--- src/rtl/keypad_scanner.sv ---
// keypad_scanner: 3x3 matrix keypad scanner with debounce and one-clock press pulses per cell.
// Optional auto-repeat while a key is held is enabled by defining KEYPAD_AUTOREPEAT_EN.
module keypad_scanner #(
    parameter int DEBOUNCE_CYCLES = 16,
    parameter int SETTLE_CYCLES   = 2,
    parameter int REPEAT_CYCLES   = 200
) (
    input  logic       clk,
    input  logic       reset,
    input  logic       scan_en,
    input  logic [2:0] col_n,
    output logic [2:0] row_n,
    output logic       a_button,
    output logic       b_button,
    output logic       c_button,
    output logic       d_button,
    output logic       e_button,
    output logic       f_button,
    output logic       g_button,
    output logic       h_button,
    output logic       i_button,
    output logic       key_valid,
    output logic [3:0] key_code
);

    typedef enum logic [2:0] {
        IDLE     = 3'd0,
        SETTLE   = 3'd1,
        SAMPLE   = 3'd2,
        DEBOUNCE = 3'd3,
        PRESS    = 3'd4,
        HOLD     = 3'd5,
        RELEASE  = 3'd6
    } state_t;

    localparam logic [7:0] DEB_LAST = 8'(DEBOUNCE_CYCLES - 1);
    localparam logic [7:0] SET_LAST = 8'(SETTLE_CYCLES - 1);

    if (DEBOUNCE_CYCLES < 2 || DEBOUNCE_CYCLES > 255 || SETTLE_CYCLES < 1 ||
        SETTLE_CYCLES > 15 || REPEAT_CYCLES < 2 || REPEAT_CYCLES > 65535) begin : g_param_check
        $error("keypad_scanner: parameter out of range");
    end

    function automatic logic [1:0] next_row(input logic [1:0] r);
        logic [1:0] n;
        case (r)
            2'd0:    n = 2'd1;
            2'd1:    n = 2'd2;
            default: n = 2'd0;
        endcase
        return n;
    endfunction

    function automatic logic [2:0] one_low(input logic [1:0] idx);
        logic [2:0] v;
        case (idx)
            2'd0:    v = 3'b110;
            2'd1:    v = 3'b101;
            default: v = 3'b011;
        endcase
        return v;
    endfunction

    function automatic logic [1:0] low_col(input logic [2:0] cols);
        logic [1:0] idx;
        case (cols)
            3'b110:  idx = 2'd0;
            3'b101:  idx = 2'd1;
            default: idx = 2'd2;
        endcase
        return idx;
    endfunction

    function automatic logic [3:0] cell_code(input logic [1:0] r, input logic [1:0] c);
        return ({2'b00, r} << 1) + {2'b00, r} + {2'b00, c};
    endfunction

    function automatic logic [7:0] sat_inc8(input logic [7:0] v);
        return (v == 8'hFF) ? v : v + 8'd1;
    endfunction

    state_t      state_q, state_d;
    logic [1:0]  row_q, row_d;
    logic [1:0]  col_idx_q, col_idx_d;
    logic [7:0]  cnt_q, cnt_d;
    logic [2:0]  col_s1_q, col_s2_q;
    logic [2:0]  row_n_q, row_n_d;
    logic [8:0]  btn_q, btn_d;
    logic        key_valid_q, key_valid_d;
    logic [3:0]  key_code_q, key_code_d;
    logic        col_hi_s;
`ifdef KEYPAD_AUTOREPEAT_EN
    localparam logic [15:0] RPT_LAST = 16'(REPEAT_CYCLES - 2);
    logic [15:0] rpt_q, rpt_d;
`endif

    assign col_hi_s = |(col_s2_q & ~one_low(col_idx_q));

    // Next-state, counter and registered-output computation for the scan FSM.
    always_comb begin
        state_d     = state_q;
        row_d       = row_q;
        col_idx_d   = col_idx_q;
        cnt_d       = cnt_q;
        key_code_d  = key_code_q;
        btn_d       = 9'd0;
        key_valid_d = 1'b0;
`ifdef KEYPAD_AUTOREPEAT_EN
        rpt_d       = rpt_q;
`endif
        if (!scan_en) begin
            state_d = IDLE;
            row_d   = 2'd0;
            cnt_d   = 8'd0;
        end else begin
            case (state_q)
                IDLE: begin
                    state_d = SETTLE;
                    row_d   = 2'd0;
                    cnt_d   = 8'd0;
                end
                SETTLE: begin
                    if (cnt_q >= SET_LAST) begin
                        state_d = SAMPLE;
                        cnt_d   = 8'd0;
                    end else begin
                        cnt_d = sat_inc8(cnt_q);
                    end
                end
                SAMPLE: begin
                    if (col_s2_q == 3'b110 || col_s2_q == 3'b101 || col_s2_q == 3'b011) begin
                        col_idx_d = low_col(col_s2_q);
                        state_d   = DEBOUNCE;
                    end else begin
                        row_d   = next_row(row_q);
                        state_d = SETTLE;
                    end
                    cnt_d = 8'd0;
                end
                DEBOUNCE: begin
                    if (col_s2_q == one_low(col_idx_q)) begin
                        if (cnt_q >= DEB_LAST) begin
                            state_d = PRESS;
                            cnt_d   = 8'd0;
                        end else begin
                            cnt_d = sat_inc8(cnt_q);
                        end
                    end else begin
                        row_d   = next_row(row_q);
                        state_d = SETTLE;
                        cnt_d   = 8'd0;
                    end
                end
                PRESS: begin
                    state_d = HOLD;
`ifdef KEYPAD_AUTOREPEAT_EN
                    rpt_d   = 16'd0;
`endif
                end
                HOLD: begin
                    if (col_hi_s) begin
                        state_d = RELEASE;
                        cnt_d   = 8'd0;
`ifdef KEYPAD_AUTOREPEAT_EN
                        rpt_d   = 16'd0;
                    end else if (rpt_q >= RPT_LAST) begin
                        // PRESS counts as one clock of the repeat interval
                        state_d = PRESS;
                    end else begin
                        rpt_d = (rpt_q == 16'hFFFF) ? rpt_q : rpt_q + 16'd1;
`else
                    end else begin
                        state_d = HOLD;
`endif
                    end
                end
                RELEASE: begin
                    if (col_s2_q == 3'b111) begin
                        if (cnt_q >= DEB_LAST) begin
                            row_d   = next_row(row_q);
                            state_d = SETTLE;
                            cnt_d   = 8'd0;
                        end else begin
                            cnt_d = sat_inc8(cnt_q);
                        end
                    end else begin
                        cnt_d   = 8'd0;
                        state_d = col_hi_s ? RELEASE : HOLD;
                    end
                end
                default: begin
                    state_d = IDLE;
                    row_d   = 2'd0;
                    cnt_d   = 8'd0;
                end
            endcase
        end
        row_n_d = (state_d == IDLE) ? 3'b111 : one_low(row_d);
        // Outputs are registered so the pulse lines up with the PRESS state cycle
        if (state_d == PRESS) begin
            key_code_d  = cell_code(row_d, col_idx_d);
            btn_d       = 9'b000000001 << key_code_d;
            key_valid_d = 1'b1;
        end else begin
            btn_d       = 9'd0;
            key_valid_d = 1'b0;
        end
    end

    // State, synchronizer and output registers.
    always_ff @(posedge clk or negedge reset) begin
        if (!reset) begin
            state_q     <= IDLE;
            row_q       <= 2'd0;
            col_idx_q   <= 2'd0;
            cnt_q       <= 8'd0;
            col_s1_q    <= 3'b111;
            col_s2_q    <= 3'b111;
            row_n_q     <= 3'b111;
            btn_q       <= 9'd0;
            key_valid_q <= 1'b0;
            key_code_q  <= 4'hF;
`ifdef KEYPAD_AUTOREPEAT_EN
            rpt_q       <= 16'd0;
`endif
        end else begin
            state_q     <= state_d;
            row_q       <= row_d;
            col_idx_q   <= col_idx_d;
            cnt_q       <= cnt_d;
            col_s1_q    <= col_n;
            col_s2_q    <= col_s1_q;
            row_n_q     <= row_n_d;
            btn_q       <= btn_d;
            key_valid_q <= key_valid_d;
            key_code_q  <= key_code_d;
`ifdef KEYPAD_AUTOREPEAT_EN
            rpt_q       <= rpt_d;
`endif
        end
    end

    assign row_n     = row_n_q;
    assign a_button  = btn_q[0];
    assign b_button  = btn_q[1];
    assign c_button  = btn_q[2];
    assign d_button  = btn_q[3];
    assign e_button  = btn_q[4];
    assign f_button  = btn_q[5];
    assign g_button  = btn_q[6];
    assign h_button  = btn_q[7];
    assign i_button  = btn_q[8];
    assign key_valid = key_valid_q;
    assign key_code  = key_code_q;

endmodule

--- config.mk ---
export PLATFORM = sky130hd
export DESIGN_NAME = keypad_scanner
export DESIGN_NICKNAME = d
export VERILOG_FILES = /design/src/rtl/keypad_scanner.sv
export SDC_FILE = /design/constraint.sdc
export NUM_CORES = 1
export LEC_CHECK = 0
export ABC_AREA = 1
export ABC_CLOCK_PERIOD_IN_PS = 9760
export CAP_MARGIN = 20
export CORE_MARGIN = 2
export CORE_UTILIZATION = 59
export CTS_CLUSTER_SIZE = 40
export DETAILED_ROUTE_END_ITERATION = 12
export HOLD_SLACK_MARGIN = 0.12
export PLACE_DENSITY = 0.84
export RECOVER_POWER = 50
export SLEW_MARGIN = 30
export SYNTH_ARGS = -nofsm -noshare
export SYNTH_HDL_FRONTEND = slang
export SYNTH_SLANG_ARGS = --single-unit
--- constraint.sdc ---
create_clock -name clk -period 9.76 [get_ports clk]
set_clock_uncertainty 0.2 [all_clocks]
set_input_delay 0.976 -clock clk [delete_from_list [all_inputs] [get_ports clk]]
set_output_delay 0.976 -clock clk [all_outputs]
set_load 0.05 [all_outputs]
==> flow_metrics.env <==
export IMPL_io_buffers=22
export IMPL_hpwl_um=2690
export IMPL_fin_setup_tns_ns=0
export IMPL_grt_ovfl_total=0
export IMPL_synthCells=229
export IMPL_syn_to_final_growth_pct=15.0
export IMPL_die_w_um=62.3
export IMPL_status="finished, violations left"
export IMPL_final_cell_area_um2=2300
export IMPL_totalPowerFinal_mw=0.277
export IMPL_die_y_um=62.3
export IMPL_period_share=0.403
export IMPL_yosysSeqAreaShare=0.483
export IMPL_htree_levels=2
export IMPL_cp_required_ns=9.83
export IMPL_final_nets=275
export IMPL_postCtsSetupBuffers=0
export IMPL_wirelength_um=3510
export IMPL_drc_errors=0
export IMPL_place_inst=294
export IMPL_leakagePower_nw=1.09
export IMPL_period_needed_ns=3.93
export IMPL_drive_above_1_share=0.156
export IMPL_layout_common_cells="nand2_1 (45), nor2_1 (40), inv_1 (28)"
export IMPL_max_freq_ghz=0.254
export IMPL_min_path_type="reg -> reg"
export IMPL_fin_cells=302
export IMPL_start_util=0.610
export IMPL_post_cts_resized=0
export IMPL_crit_path_max_fanout=7
export IMPL_maxCapViolCount=1
export IMPL_slowest_stage="dlygate4sd3_1"
export IMPL_core_area_um2=3280
export IMPL_crit_path_start_kind="input port"
export IMPL_met1_length_um=1540
export IMPL_max_stage_delay_ns=0.70
export IMPL_ys_types=28
export IMPL_dpl_cell_area_um2=2260
export IMPL_clk_path_buf_depth=2
export IMPL_pwr_density_cell_nw_per_um2=121
export IMPL_worst_slew_pin_slew_ns=1.89
export IMPL_n_antenna_cell=0
export IMPL_setup_viol=0
export IMPL_io_pins=23
export IMPL_ant_nets=0
export IMPL_grt_pass1_vias=1444
export IMPL_layout_commonest_cell="nand2_1"
export IMPL_violations="capacitance limit, slew limit"
export IMPL_wl_met3_um=159
export IMPL_antenna_found_initial=0
export IMPL_core_rowCount=21
export IMPL_vias_per_cell=4.99
export IMPL_vias=1506
export IMPL_synth_seq_cells=38
export IMPL_cts_buffers=5
export IMPL_cp_end_kind="flip-flop"
export IMPL_synth_fp_nets=249
export IMPL_cts_hold_buffers=0
export IMPL_peakVddDrop_mv=0.0998
export IMPL_clk_pin_slew_ns=0.10
export IMPL_critPathArrivalTime_ns=4.01
export IMPL_drtIter0Drc=130
export IMPL_yosysWarnings=0
export IMPL_rsz0062_at_grt="false"
export IMPL_crit_type="in -> reg"
export IMPL_cts_tree="done"
export IMPL_synth_avg_cell_area_um2=8.74
export IMPL_slew_headroom=-0.259
export IMPL_whs_ns=0.161
export IMPL_first_pass_iters=4
export IMPL_dr_wl_met2_um=1780
export IMPL_gp_congestion=0.903
export IMPL_root_buffer="clkbuf_4"
export IMPL_finalMaxSlewViolations=39
export IMPL_cts_sinks=38
export IMPL_grt_max_degree=39
export IMPL_grt_pass1_wl_um=6090
export IMPL_finalHoldViolCount=0
export IMPL_crit_chain="dlygate4sd3_1 > inv_1 > o41ai_1 > fa_1 > ha_1 > fa_1 > inv_1 > nand4_4 > nor2_1"
export IMPL_syn_cell_area_um2=2000
export IMPL_clkLatencyLatePin_ns=0.33
export IMPL_top_layer_used="met4"
export IMPL_die_area_um2=3880
export IMPL_post_drt_wl_per_cell_um=11.6
export IMPL_gr_usage_all_layers=0.199
==> flip-flops by register name, indices dropped and copies added, names as in the netlist <==
signal / cells
col_idx_q: 2
key_code: 4
key_valid: 1
cnt_q: 8
row_q: 2
state_q: 3
btn_q: 9
col_s1_q: 3
row_n: 3
col_s2_q: 3
==> per-stage QoR <==
step | setup slack (ns) | utilization
after global routing | 5.60 | 0.701
final | 5.83 | 0.701
after detailed placement | 5.52 | 0.687
after floorplan | 6.48 | -
after CTS | 5.89 | 0.703
after global placement | 5.64 | 0.687
==> final timing paths <==
kind,slack [ns],cells past startpoint,startpoint,to
worst max-delay path,5.83,9,scan_en,btn_q[1]$_DFF_PN0_
worst min-delay path,0.16,0,col_s1_q[2]$_DFF_PN1_,col_s2_q[2]$_DFF_PN1_
worst max register to register,6.20,14,cnt_q[0]$_DFFE_PN0P_,btn_q[1]$_DFF_PN0_
worst min register to register,0.16,0,col_s1_q[2]$_DFF_PN1_,col_s2_q[2]$_DFF_PN1_
max in group asynchronous,7.33,1,reset,state_q[0]$_DFF_PN0_
min in group asynchronous,0.95,1,reset,row_q[1]$_DFF_PN0_
==> where the power goes <==
part	internal (mW)	switching (mW)	total, mW	leakage, nW
Sequential	0.162	0.00440	0.167	0.479
Combinational	0.0111	0.0230	0.0341	0.584
Clock	0.0284	0.0481	0.0765	0.0255
Total	0.202	0.0755	0.277	1.09
==> synth_stat cells <==
master	number	share of area
o21ai_0	5	0.012
clkbuf_1	1	0.0019
nand3_2	5	0.025
o21ai_1	2	0.0050
a21oi_2	1	0.0044
nor2_1	40	0.075
nand4_4	2	0.021
nand2_2	2	0.0062
dfrtp_1	25	0.31
o41ai_1	1	0.0044
inv_2	6	0.011
nand2_1	45	0.084
nand4_1	6	0.019
a21oi_1	2	0.0050
inv_1	28	0.052
o22ai_1	1	0.0031
fa_1	2	0.020
ha_1	12	0.075
o31ai_1	1	0.0038
o21bai_1	1	0.0038
nor2_2	5	0.016
buf_4	2	0.0075
nand3_1	14	0.035
a21oi_4	1	0.0081
o2111ai_1	1	0.0044
dfstp_2	13	0.17
or2_1	1	0.0031
nor3_1	4	0.010
==> worst max-delay path: cells and delay by family <==
family | cells | cell delay [ns]
fa+ha+maj | 3 | 1.25
buf+inv | 3 | 0.96
compound gates | 1 | 0.59
simple gates | 2 | 0.23
==> routing by layer <==
layer,GRT usage,up-vias
li1,-,778
met1,0.242,699
met2,0.348,25
met3,0.0525,4
met4,0.0611,0
met5,0,-
==> logic make-up (layout without fill, tap and decap cells) <==
family / after synthesis / after routing / share of synthesized area
AOI/OAI and AO/OA: 16 / 16 / 0.0544
buffers and inverters: 37 / 64 / 0.0731
and+or+nand+nor: 124 / 124 / 0.294
DFF: 38 / 38 / 0.483
adders and majority gates: 14 / 14 / 0.0950
==> area by class of cell <==
class	instances	area [um^2]
inverter	34	128
multi-input combinational	154	883
timing repair buffer	22	214
fill	270	982
tap	46	57.6
clock inverter	1	7.51
sequential	38	967
clock buffer	7	45.0
Note: power is estimated with default switching activity, not from simulation.
